<file path="src/rtl/lsu_store_unit.sv">
`timescale 1ns/1ps
// Store unit: forms store addresses, traps misaligned word stores, holds stores in
// program order until committed, then drains them one at a time to memory.
module lsu_store_unit #(
    parameter int WORD_SIZE_P  = 16,
    parameter int NUM_ARCH_REG = 8,
    parameter int SB_DEPTH_P   = 4,
    parameter int TAG_W_P      = 4
) (
    input  logic                          clk_i,
    input  logic                          reset_n_i,
    // Handshakes: a store transfers on a rising edge with st_v_i and st_ready_o both high;
    // a memory write completes on a rising edge with mem_v_o and mem_ack_i both high, and
    // mem_addr_o/mem_data_o/mem_byte_o stay stable from mem_v_o rising until that edge.
    input  logic                          st_v_i,
    output logic                          st_ready_o,
    input  logic [WORD_SIZE_P-1:0]        st_base_i,
    input  logic [WORD_SIZE_P-1:0]        st_data_i,
    input  logic [WORD_SIZE_P-1:0]        st_packed_i,
    input  logic                          st_byte_i,
    input  logic [TAG_W_P-1:0]            st_tag_i,
    input  logic                          commit_i,
    input  logic                          flush_i,
    output logic                          exc_v_o,
    output logic [TAG_W_P-1:0]            exc_tag_o,
    output logic                          mem_v_o,
    output logic [WORD_SIZE_P-1:0]        mem_addr_o,
    output logic [WORD_SIZE_P-1:0]        mem_data_o,
    output logic                          mem_byte_o,
    input  logic                          mem_ack_i,
    output logic [$clog2(SB_DEPTH_P):0]   count_o,
    output logic                          empty_o,
    output logic                          drain_state_o
);

    localparam int PTR_W     = $clog2(SB_DEPTH_P);
    localparam int CNT_W     = PTR_W + 1;
    localparam int REG_IDX_W = $clog2(NUM_ARCH_REG);

    typedef enum logic {
        DRAIN_IDLE = 1'b0,
        DRAIN_REQ  = 1'b1
    } drain_state_e;

    drain_state_e state_q;

    logic [WORD_SIZE_P-1:0] sb_addr_q    [SB_DEPTH_P];
    logic [WORD_SIZE_P-1:0] sb_data_q    [SB_DEPTH_P];
    logic                   sb_is_byte_q [SB_DEPTH_P];

    logic [PTR_W-1:0] head_q, tail_q, head_next, tail_next;
    logic [CNT_W-1:0] count_q, count_next;
    // Commits are in order, so committed entries are always the oldest ncommit_q ones.
    logic [CNT_W-1:0] ncommit_q, ncommit_next;

    logic [WORD_SIZE_P-1:0] offset_ext, offset, st_addr;
    logic misaligned, xfer, enq, pop, do_commit;

    // The source-register index shares the packed field but is consumed elsewhere.
    logic [REG_IDX_W-1:0] unused_src2_idx;
    logic                 unused_packed;
    assign unused_src2_idx = st_packed_i[REG_IDX_W-1:0];
    assign unused_packed   = ^st_packed_i;

    assign offset_ext = {{(WORD_SIZE_P-5){st_packed_i[15]}}, st_packed_i[15:11]};
    assign offset     = st_byte_i ? offset_ext : {offset_ext[WORD_SIZE_P-2:0], 1'b0};
    assign st_addr    = st_base_i + offset;
    assign misaligned = !st_byte_i && st_addr[0];

    assign st_ready_o = (count_q < CNT_W'(SB_DEPTH_P)) && !flush_i;
    assign xfer       = st_v_i && st_ready_o;
    assign enq        = xfer && !misaligned;
    assign pop        = (state_q == DRAIN_REQ) && mem_ack_i;
    assign do_commit  = commit_i && (ncommit_q < count_q);

    assign count_o       = count_q;
    assign empty_o       = (count_q == '0);
    assign drain_state_o = state_q;

    always_comb begin
        ncommit_next = ncommit_q + CNT_W'(do_commit) - CNT_W'(pop);
        head_next    = head_q + PTR_W'(pop);
        tail_next    = tail_q + PTR_W'(enq);
        count_next   = count_q + CNT_W'(enq) - CNT_W'(pop);
        // Flush never coincides with an enqueue because st_ready_o is low during it.
        if (flush_i) begin
            count_next = ncommit_next;
            tail_next  = head_next + ncommit_next[PTR_W-1:0];
        end
    end

    always_ff @(posedge clk_i or negedge reset_n_i) begin
        if (!reset_n_i) begin
            head_q    <= '0;
            tail_q    <= '0;
            count_q   <= '0;
            ncommit_q <= '0;
        end else begin
            head_q    <= head_next;
            tail_q    <= tail_next;
            count_q   <= count_next;
            ncommit_q <= ncommit_next;
        end
    end

    always_ff @(posedge clk_i) begin
        if (enq) begin
            sb_addr_q[tail_q]    <= st_addr;
            sb_data_q[tail_q]    <= st_data_i;
            sb_is_byte_q[tail_q] <= st_byte_i;
        end
    end

    always_ff @(posedge clk_i or negedge reset_n_i) begin
        if (!reset_n_i) begin
            exc_v_o   <= 1'b0;
            exc_tag_o <= '0;
        end else begin
            exc_v_o <= xfer && misaligned;
            if (xfer && misaligned) begin
                exc_tag_o <= st_tag_i;
            end
        end
    end

    // The head entry cannot move while a request is outstanding, so latching it once is safe.
    always_ff @(posedge clk_i or negedge reset_n_i) begin
        if (!reset_n_i) begin
            state_q    <= DRAIN_IDLE;
            mem_v_o    <= 1'b0;
            mem_addr_o <= '0;
            mem_data_o <= '0;
            mem_byte_o <= 1'b0;
        end else begin
            case (state_q)
                DRAIN_IDLE: begin
                    if (ncommit_q != '0) begin
                        state_q    <= DRAIN_REQ;
                        mem_v_o    <= 1'b1;
                        mem_addr_o <= sb_addr_q[head_q];
                        mem_data_o <= sb_data_q[head_q];
                        mem_byte_o <= sb_is_byte_q[head_q];
                    end
                end
                DRAIN_REQ: begin
                    if (mem_ack_i) begin
                        state_q <= DRAIN_IDLE;
                        mem_v_o <= 1'b0;
                    end
                end
                default: begin
                    state_q <= DRAIN_IDLE;
                    mem_v_o <= 1'b0;
                end
            endcase
        end
    end

endmodule

</file>
<file path="config.mk">
export PLATFORM = sky130hd
export DESIGN_NAME = lsu_store_unit
export DESIGN_NICKNAME = d
export VERILOG_FILES = /design/src/rtl/lsu_store_unit.sv
export SDC_FILE = /design/constraint.sdc
export NUM_CORES = 1
export LEC_CHECK = 0
export ABC_AREA = 1
export CORE_MARGIN = 2
export CORE_UTILIZATION = 30
export DETAILED_ROUTE_END_ITERATION = 6
export PLACE_DENSITY = 0.5
export SYNTH_ARGS = -nofsm -noshare
export SYNTH_HDL_FRONTEND = slang
export SYNTH_SLANG_ARGS = --single-unit
</file>
<file path="constraint.sdc">
create_clock -name clk_i -period 4.6 [get_ports clk_i]
set_input_delay 1.15 -clock clk_i [delete_from_list [all_inputs] [get_ports clk_i]]
set_output_delay 1.15 -clock clk_i [all_outputs]
set_load 0.05 [all_outputs]
</file>
==> summary.md, run 1 <==
### Run status
• finished clean — result of the run

### Timing
• 11.5 ps — Post-Route Skew
• 0 — number of max-slew violations in the final report
• 0.847 — fraction of the cycle the final worst path needs
• 814 ps — slew at the pin with the worst max-slew slack
• 0 — number of hold violations in the final report
• false — setup repair after global routing missed its margin
• 0.456 — Max-Slew Margin vs Limit
• 3890 ps — final critical delay including setup and external delays
• 485 ps — Hold Slack
• 0 — setup-violating endpoint count in the final report
• 257 MHz — FMAX

### Routing
• 5296 — count of vias placed by the detailed router
• 268 — First DRT Iteration DRCs
• 5 — drt pass-1 iters
• 17400 um — final routed wirelength across all metal layers
• 0 — Routed Antenna Nets
• 678 um — Detail Route met3 WL
• 14.6 um — detail-routed net length per standard cell
• 8120 um — wire length on met1
• 0 — final routed DRC violation total
• 4.45 — post-DR vias/cell
• met4 — uppermost routed layer
• 8440 um — length of routed met2 wiring

### Job
• 0 — MaxCap Viol Count

### Floorplan
• 59 — number of rows in the core area
• 167 um — width of the die
• 27900 um^2 — die area
• 0.306 — initial standard-cell utilization of the core
• 167 um — vertical extent of the die
• 104 — boundary pin count
• 26100 um^2 — core footprint

### Setup path
• 5 — largest fanout on the critical path
• 1940 ps — R2R setup slack
• clkdlybuf4s50_1 — Slowest cell on crit path
• buffers and inverters — delay-heaviest family, CP
• input pin — type of element launching the critical path
• clkdlybuf4s50_1 — cell repeated most along the worst path
• 12 — reg2reg path depth
• 2740 ps — arrival time of the worst setup path
• 3450 ps — CP required
• clkdlybuf4s50_1, nor2_1, clkdlybuf4s50_1 — critical path cell sequence
• 2 — Critical path buffers and inverters
• count_o[2]$_DFF_PN0_ — Critical R2R Launch
• 850 ps — stage delay of the slowest cell on the critical path
• input pin to primary output — category of the most critical setup path
• primary output — Crit. End Element
• tail_q[1]$_DFF_PN0_ — destination of the worst register-to-register timing path

### Clocking
• clkbuf_16 — clock root buffer
• 2 — clk buf depth
• 0 — postcts setup bufs
• 4 — H-tree depth reported by CTS
• 60 ps — clock transition time at the flip-flop clock pins of the worst setup and hold paths
• 0 — number of buffers added to fix hold violations after cts
• yes — TritonCTS clock tree
• 430 ps — clock latency on the worst-skew pair
• 182 — CTS sink count
• 0 — count of cells resized by post-cts repair
• 17 — number of buffers created by CTS

### Pwr
• 2.53 mW — Switching Power
• 0.000497 V — IR drop worst, VDD
• 0.350 — Sequential Power Share
• 654 nW/um^2 — power density of the placed cells
• 3.94 mW — internal portion of total power
• 3.90 nW — static leakage power
• 0.244 — Clock power frac
• 0.406 — share of power burned in combinational logic
• 6.48 mW — power consumption
• 0.391 — switching power share of the total

### Synthesis
• 28 — number of different library cells in the post-synthesis netlist
• 750 — Synth Instances
• 132 — Post-synth EDFFs
• edfxtp_1 (50%), dfrtp_1 (16%), nor2_1 (8.4%) — biggest area contributors in the synthesized netlist
• edfxtp_1 — dominant register cell in the synthesized netlist
• 0 — total number of yosys warnings
• 0.275 — share of synthesized flip-flops with an asynchronous set or reset
• 836 — Synthesized Nets
• 0.497 — fraction of post-synthesis cell area in the top cell type by area
• 7980 um^2 — cell area after synthesis
• edfxtp_1 — library cell occupying the most area in the post-synthesis netlist
• 0.654 — sequential cell area fraction in the yosys report
• 182 — number of flip-flops and latches in the synthesized netlist
• 10.6 um^2 — mean area per synthesized cell

### GRT
• 0 — initial antenna violation count
• 68 — pin count of the biggest net entering global routing
• 5081 — via count of the first global-routing pass
• 0.129 — Total Routing Usage GR
• 0 — Overflow after GRT
• 27400 um — first-pass GRT wire length

### Finish
• 0.0596 — fraction of layout instances using a drive strength above 1
• 24.1% — synth-to-layout area growth
• 0 — antenna cells
• 928 — final net count
• 0.380 — utilization after layout
• 9900 um^2 — final non-filler cell area

### Hold path
• exc_tag_o[3]$_DFFE_PN0P_ — endpoint with the worst hold slack
• 2 — depth of the worst hold-timing path
• exc_tag_o[3]$_DFFE_PN0P_ — launch point of the worst hold path
• register to register — type of the worst min-delay path

### Placed design
• 0.744 — last weighted congestion value of the routability-driven placer
• 10600 um — sum of net half-perimeters after detailed placement
• 9250 um^2 — DP Area
• 92 — port buffer count

cell type report:
cell class | count | area, um^2
fillers | 2577 | 16200
flip-flops and latches | 182 | 5220
multi-input cells | 477 | 2390
repair buffers | 102 | 991
clock buffers | 18 | 429
well taps | 335 | 419
inverters | 62 | 233
clock inverters | 14 | 221
worst min-delay path: cells and delay by family (launching register included):
kind             cells  cell delay, ps
DFF                  1             340
and+or+nand+nor      2             120
sequential cells by signal, indices dropped and copies added (netlist names):
name	count
count_o	3
drain_state_o	1
exc_tag_o	4
exc_v_o	1
head_q	2
mem_addr_o	16
mem_byte_o	1
mem_data_o	16
mem_v_o	1
ncommit_q	3
sb_addr_q	64
sb_data_q	64
sb_is_byte_q	4
tail_q	2
Yosys cell counts (2+ instances only):
library cell	number
a21oi_1	11
a31oi_1	33
buf_1	2
buf_2	12
buf_4	2
buf_6	4
clkbuf_1	5
clkbuf_2	4
dfrtp_1	50
edfxtp_1	132
fa_1	3
ha_1	24
inv_1	61
nand2_1	113
nand3_1	13
nand4_1	2
nor2_1	179
nor3_1	8
o21ai_0	17
o21ai_1	53
xnor2_1	9
xor2_1	7
power groups by stage:
| stage | Combinational (mW) | Clock [mW] | Sequential, mW |
|---|---|---|---|
| after CTS | 2.69 | 1.63 | 2.28 |
| after global placement | 2.66 | 0 | 2.31 |
| final | 2.63 | 1.58 | 2.27 |
| after detailed placement | 2.68 | 0 | 2.31 |
| after floorplan | 1.27 | 0 | 2.91 |
| after global routing | 2.90 | 1.67 | 2.31 |
how the worst max path moves through the flow:
stage / start / cells past startpoint / slack, ps / to
floorplan: flush_i / 5 / -350 / sb_addr_q[0][0]$_DFFE_PP_
global placement: flush_i / 3 / 710 / st_ready_o
detailed placement: flush_i / 3 / 710 / st_ready_o
CTS: flush_i / 3 / 690 / st_ready_o
global route: flush_i / 3 / 590 / st_ready_o
finish: flush_i / 3 / 710 / st_ready_o
placed cells by master (no fill, tap or decap):
| cell type | count |
|---|---|
| nor3_1 | 4 |
| inv_6 | 4 |
| nand3_1 | 13 |
| fa_1 | 3 |
| clkdlybuf4s50_1 | 91 |
| xor2_1 | 7 |
| clkinv_2 | 2 |
| dfrtp_1 | 49 |
| inv_1 | 61 |
| nand2_1 | 113 |
| nand4_1 | 2 |
| buf_2 | 1 |
| nor2_1 | 179 |
| bufinv_16 | 5 |
| clkinv_4 | 3 |
| a31oi_1 | 33 |
| dfrtp_2 | 1 |
| o21ai_0 | 17 |
| nor3_2 | 5 |
| inv_2 | 1 |
| edfxtp_1 | 132 |
| buf_4 | 10 |
| nand3b_1 | 1 |
| o21ai_1 | 53 |
| nor2_4 | 1 |
| xnor2_1 | 9 |
| ha_1 | 24 |
| or2_2 | 1 |
| clkbuf_16 | 17 |
| a21oi_1 | 11 |
| o211ai_1 | 1 |
| clkbuf_1 | 1 |
cells by family (layout without fill, tap and decap cells):
family,Yosys count,count (layout),synth area share
flops,182,182,0.654
fa+ha+maj,27,27,0.0452
compound gates,115,115,0.0776
buf+inv,91,196,0.0500
simple gates,319,319,0.156
xor+xnor,16,16,0.0176
through the flow:
stage	cells	setup TNS (ps)	setup WS [ps]
floorplan	750	-45580	-345
global placement	1158	0	710
detailed placement	1158	0	707
CTS	1190	0	695
global route	1190	0	589
finish	1190	0	706
layer usage:
metal,GRT usage,vias up
li1,-,2701
met1,0.166,2489
met2,0.220,93
met3,0.0259,13
met4,0.0405,0
met5,0,-
No activity file was read; power rests on OpenSTA's default activity.
==> run 2: changes to the inputs <==
==> constraint.sdc (replaced) <==
create_clock -name clk_i -period 3.7 [get_ports clk_i]
set_input_delay 0.925 -clock clk_i [delete_from_list [all_inputs] [get_ports clk_i]]
set_output_delay 0.925 -clock clk_i [all_outputs]
set_load 0.05 [all_outputs]
==> run 2 against run 1 <==
The flow now finishes with violations (design-rule violations). Sequential share of layout area is 0.067 points lower. Routed wire length grew 1.8%. Clock skew fell by 2.6 ps. Clock power increased by 9%. Highest routed layer unchanged.
==> summary.md, run 2 (same netlist as run 1, synthesis figures left out) <==
### Run status
• complete, but fails checks — result of the run
• design-rule violations — violated checks

### GRT
• 5138 — via count of the first global-routing pass
• 0.130 — Total Routing Usage GR
• 0 — initial antenna violation count
• 27800 um — first-pass GRT wire length
• 68 — pin count of the biggest net entering global routing
• 0 — Overflow after GRT

### Hold path
• register to register — type of the worst min-delay path

### Finish
• sb_addr_q (64), sb_data_q (64) — biggest registers after layout
• nor2_1 (179), edfxtp_1 (132), nand2_1 (113) — commonest non-fill, non-tap cells in the layout
• 0.0606 — fraction of layout instances using a drive strength above 1
• 0.380 — utilization after layout
• 931 — final net count
• 9910 um^2 — final non-filler cell area
• 0 — antenna cells
• nor2_1 — leading cell type in the layout, fill and taps excluded
• 2578 — number of fillers in the final layout
• 24.2% — synth-to-layout area growth

### Setup path
• 3880 ps — CP required
• input pin to register — category of the most critical setup path
• register — Crit. End Element
• 10 — largest fanout on the critical path
• clkdlybuf4s50_1 — Slowest cell on crit path
• input pin — type of element launching the critical path
• 3240 ps — arrival time of the worst setup path
• clkdlybuf4s50_1, nand2_1, inv_1, ha_1, inv_1, fa_1, inv_1, nand4_1, nand2_1, xor2_1 — critical path cell sequence
• 790 ps — stage delay of the slowest cell on the critical path
• inv_1 — cell repeated most along the worst path

### Placed design
• 92 — port buffer count
• 0.743 — last weighted congestion value of the routability-driven placer
• 223 ps — pre-CTS WS
• 10600 um — sum of net half-perimeters after detailed placement
• 9340 um^2 — DP Area

### Timing
• 0.825 — fraction of the cycle the final worst path needs
• 0 ps — Total Negative Setup Slacks
• 0 — setup-violating endpoint count in the final report
• false — setup repair after global routing missed its margin
• 902 ps — slew at the pin with the worst max-slew slack
• 8.91 ps — Post-Route Skew
• 3050 ps — final critical delay including setup and external delays
• 0 — number of max-slew violations in the final report
• 0.398 — Max-Slew Margin vs Limit
• 646 ps — worst setup slack after layout
• 327 MHz — FMAX
• 0 — number of hold violations in the final report

### Clocking
• clkbuf_16 — clock root buffer
• 182 — CTS sink count
• 4 — H-tree depth reported by CTS
• 0 — postcts setup bufs
• 420 ps — clock latency on the worst-skew pair
• 2 — clk buf depth
• 0 — number of buffers added to fix hold violations after cts
• 0 — count of cells resized by post-cts repair
• yes — TritonCTS clock tree
• 60 ps — clock transition time at the flip-flop clock pins of the worst setup and hold paths
• 17 — number of buffers created by CTS

### Routing
• 7 — drt pass-1 iters
• 5275 — count of vias placed by the detailed router
• 1 — final routed DRC violation total
• 17700 um — final routed wirelength across all metal layers
• 4.42 — post-DR vias/cell
• 220 — First DRT Iteration DRCs
• 14.9 um — detail-routed net length per standard cell
• 0 — Routed Antenna Nets

### Pwr
• 793 nW/um^2 — power density of the placed cells
• 0.000647 V — IR drop worst, VDD
• 3.89 nW — static leakage power

### Floorplan
• 167 um — vertical extent of the die
• 26100 um^2 — core footprint
• 104 — boundary pin count
• 0.306 — initial standard-cell utilization of the core
• 167 um — width of the die
• 27900 um^2 — die area
• 59 — number of rows in the core area

### Job
• 0 — MaxCap Viol Count

-- run 2: cell count changes in the layout (fill, tap and decap cells not counted), sizes merged --
cell | previous run | this run
inv | 66 | 63
clkinv | 5 | 6
clkdlybuf4s50 | 91 | 90
buf | 11 | 15
bufinv | 5 | 2
clkbuf | 18 | 21
clkinvlp | 0 | 2
-- run 2: final timing paths --
kind | startpoint | to | slack (ps) | depth (start not counted)
setup / recovery | st_byte_i | sb_addr_q[3][6]$_DFFE_PP_ | 650 | 10
hold / removal | exc_tag_o[1]$_DFFE_PN0P_ | exc_tag_o[1]$_DFFE_PN0P_ | 480 | 2
max in group asynchronous | reset_n_i | mem_data_o[3]$_DFFE_PN0P_ | 2390 | 2
setup reg to reg | count_o[2]$_DFF_PN0_ | tail_q[1]$_DFF_PN0_ | 1080 | 12
hold reg to reg | exc_tag_o[1]$_DFFE_PN0P_ | exc_tag_o[1]$_DFFE_PN0P_ | 480 | 2
min in group asynchronous | reset_n_i | count_o[2]$_DFF_PN0_ | 580 | 1
-- run 2: stage by stage --
step | instances | total power, mW | hold slack [ps]
5_1_grt | 1193 | 8.37 | 499
2_1_floorplan | 750 | 5.20 | 528
4_1_cts | 1193 | 7.99 | 489
3_5_place_dp | 1161 | 6.24 | 469
3_3_place_gp | 1161 | 6.20 | 464
6_report | 1193 | 7.86 | 479
-- run 2: worst max-delay path: cells and delay by family --
kind | cells | cell delay, ps
XOR/XNOR | 1 | 380
adder cells (fa/ha/maj) | 2 | 560
buffers and inverters | 4 | 1020
AND/OR/NAND/NOR | 3 | 350
-- run 2: routing by layer --
layer / global-route usage / vias to the layer above / share of wire
met5: 0 / - / 0
met3: 0.0214 / 16 / 0.028
met4: 0.0472 / 0 / 0.014
met1: 0.160 / 2458 / 0.45
li1: - / 2705 / -
met2: 0.229 / 96 / 0.50
-- run 2: cell type report --
| class | instances | area [um^2] | area share |
|---|---|---|---|
| Clock inverter | 11 | 128 | 0.0129 |
| Inverter | 62 | 233 | 0.0235 |
| Sequential cell | 182 | 5220 | 0.526 |
| Multi-Input combinational cell | 477 | 2410 | 0.244 |
| Clock buffer | 21 | 440 | 0.0444 |
| Tap cell | 335 | 419 | 0.0423 |
| Timing Repair Buffer | 105 | 1060 | 0.107 |
-- run 2: report_power, final --
part,switching (mW),internal [mW]
Sequential,0.231,2.60
Clock,0.735,0.999
Combinational,2.19,1.10
Total,3.16,4.71
==> run 3: changes to the inputs <==
==> constraint.sdc (replaced) <==
create_clock -name clk_i -period 2.87 [get_ports clk_i]
set_input_delay 0.7175 -clock clk_i [delete_from_list [all_inputs] [get_ports clk_i]]
set_output_delay 0.7175 -clock clk_i [all_outputs]
set_load 0.05 [all_outputs]
==> run 3 against run 2 <==
The run now ends clean. Final cell count up 2.5%. Non-clock buffer count up 30. Sequential share of layout area down 1.5 points. Clock-buffer cell count down 3. Critical path type is now register to primary output. Sequential power up 31%. Highest routed layer unchanged. First-iteration DRC count up 41%.
==> summary.md, run 3 (same netlist as run 1, synthesis figures left out) <==
### Run status
• finished clean — result of the run

### Finish
• 10200 um^2 — final non-filler cell area
• 0 — antenna cells
• 0.0968 — fraction of layout instances using a drive strength above 1
• 28.0% — synth-to-layout area growth
• sb_addr_q (64), sb_data_q (64) — biggest registers after layout
• 961 — final net count
• nor2_1 (178), edfxtp_1 (132), nand2_1 (113) — commonest non-fill, non-tap cells in the layout
• nor2_1 — leading cell type in the layout, fill and taps excluded
• 1223 — number of non-filler instances in the completed layout

### GRT
• 0 — Overflow after GRT
• 0.129 — Total Routing Usage GR
• 0.168 — GR Util met1
• 0.0238 — met3 demand-to-capacity share in global routing
• met2 — most used routing layer
• 27800 um — first-pass GRT wire length
• 0 — initial antenna violation count
• 5180 — via count of the first global-routing pass
• 45 — pin count of the biggest net entering global routing
• 0.219 — met2 capacity usage during global routing

### Timing
• 0 — setup-violating endpoint count in the final report
• 0 ps — Total Negative Setup Slacks
• 378 MHz — FMAX
• 0.921 — fraction of the cycle the final worst path needs
• 658 ps — slew at the pin with the worst max-slew slack
• 0 — number of max-slew violations in the final report
• false — setup repair after global routing missed its margin
• 0.561 — Max-Slew Margin vs Limit
• 2640 ps — final critical delay including setup and external delays
• 0 — number of hold violations in the final report
• 9.43 ps — Post-Route Skew

### Routing
• 0 — Routed Antenna Nets
• 5369 — count of vias placed by the detailed router
• 4 — drt pass-1 iters
• 4.39 — post-DR vias/cell
• 0 — final routed DRC violation total
• 17300 um — final routed wirelength across all metal layers
• 311 — First DRT Iteration DRCs
• 14.1 um — detail-routed net length per standard cell

### Placed design
• 92 — port buffer count
• 9630 um^2 — DP Area
• 11300 um — sum of net half-perimeters after detailed placement
• 1191 — placed cell count
• 0.741 — last weighted congestion value of the routability-driven placer

### Setup path
• 820 ps — stage delay of the slowest cell on the critical path
• count_o[1]$_DFF_PN0_ — Critical R2R Launch
• 1930 ps — arrival time of the worst setup path
• primary output — Crit. End Element
• tail_q[1]$_DFF_PN0_ — destination of the worst register-to-register timing path
• 12 — reg2reg path depth
• clkdlybuf4s50_1 — Slowest cell on crit path
• 2150 ps — CP required
• 2 — Critical path buffers and inverters
• buffers and inverters — delay-heaviest family, CP
• register — type of element launching the critical path
• register to primary output — category of the most critical setup path
• 320 ps — R2R setup slack
• 4 — largest fanout on the critical path
• buf_4, nor3_1, clkdlybuf4s50_1 — critical path cell sequence

### Floorplan
• 167 um — width of the die
• 0.306 — initial standard-cell utilization of the core
• 104 — boundary pin count
• 26100 um^2 — core footprint
• 27900 um^2 — die area
• 167 um — vertical extent of the die
• 59 — number of rows in the core area

### Clocking
• 2 — clk buf depth
• clkbuf_16 — clock root buffer
• 0 — postcts setup bufs
• 4 — H-tree depth reported by CTS
• 60 ps — clock transition time at the flip-flop clock pins of the worst setup and hold paths
• 182 — CTS sink count
• yes — TritonCTS clock tree
• 420 ps — clock latency on the worst-skew pair
• 17 — number of buffers created by CTS

### Pwr
• 0.000475 V — IR drop worst, VDD
• 1010 nW/um^2 — power density of the placed cells
• 10.3 mW — power consumption
• 4.07 nW — static leakage power

### Hold path
• input pin to asynchronous set/reset pin — type of the worst min-delay path

### Job
• 0 — MaxCap Viol Count

[run 3: changes by cell type in the layout (fill, tap and decap cells not counted), moves of 3 or more]
cell,change
clkbuf_1,-3
buf_12,+5
inv_6,+3
buf_4,+25
[run 3: final cells by class]
type	count	area (um^2)
clock buffers	18	429
clock inverters	14	149
fillers	2543	15800
inverters	62	233
multi-input cells	477	2420
flip-flops and latches	182	5220
well taps	335	419
repair buffers	135	1350
[run 3: metrics by stage]
| step | hold slack, ps | util | setup WS (ps) |
|---|---|---|---|
| 3_5_place_dp | 478 | 0.370 | -121 |
| 6_report | 328 | 0.392 | 227 |
| 4_1_cts | 352 | 0.392 | 190 |
| 5_1_grt | 365 | 0.392 | 11.9 |
| 2_1_floorplan | 422 | - | 45.9 |
| 3_3_place_gp | 474 | 0.370 | -139 |
[run 3: how the worst max path moves through the flow]
| stage | cells past startpoint | from | endpoint |
|---|---|---|---|
| after CTS | 3 | count_o[2]$_DFF_PN0_ | empty_o |
| after floorplan | 11 | flush_i | count_o[2]$_DFF_PN0_ |
| after global routing | 12 | count_o[1]$_DFF_PN0_ | tail_q[1]$_DFF_PN0_ |
| after global placement | 15 | st_byte_i | sb_addr_q[3][15]$_DFFE_PP_ |
| after detailed placement | 15 | st_byte_i | sb_addr_q[3][15]$_DFFE_PP_ |
| final | 3 | count_o[2]$_DFF_PN0_ | empty_o |
[run 3: timing repair]
action / CTS / global route
hold buffers: 0 / 0
resized for setup: 0 / 1
setup endpoints to repair: 0 / 1
endpoints found under the hold margin: 0 / 0
[run 3: per-layer routing]
metal,up-vias,share of wire
met2,80,0.49
met5,-,0
met3,16,0.026
li1,2769,-
met1,2504,0.48
met4,0,0.012
[run 3: report_power, final]
| group | switching, mW | internal, mW | leakage [nW] | total (mW) |
|---|---|---|---|---|
| Clock | 0.973 | 1.29 | 0.280 | 2.26 |
| Sequential | 0.340 | 3.36 | 1.76 | 3.70 |
| Combinational | 2.81 | 1.55 | 2.02 | 4.36 |
| Total | 4.12 | 6.20 | 4.07 | 10.3 |
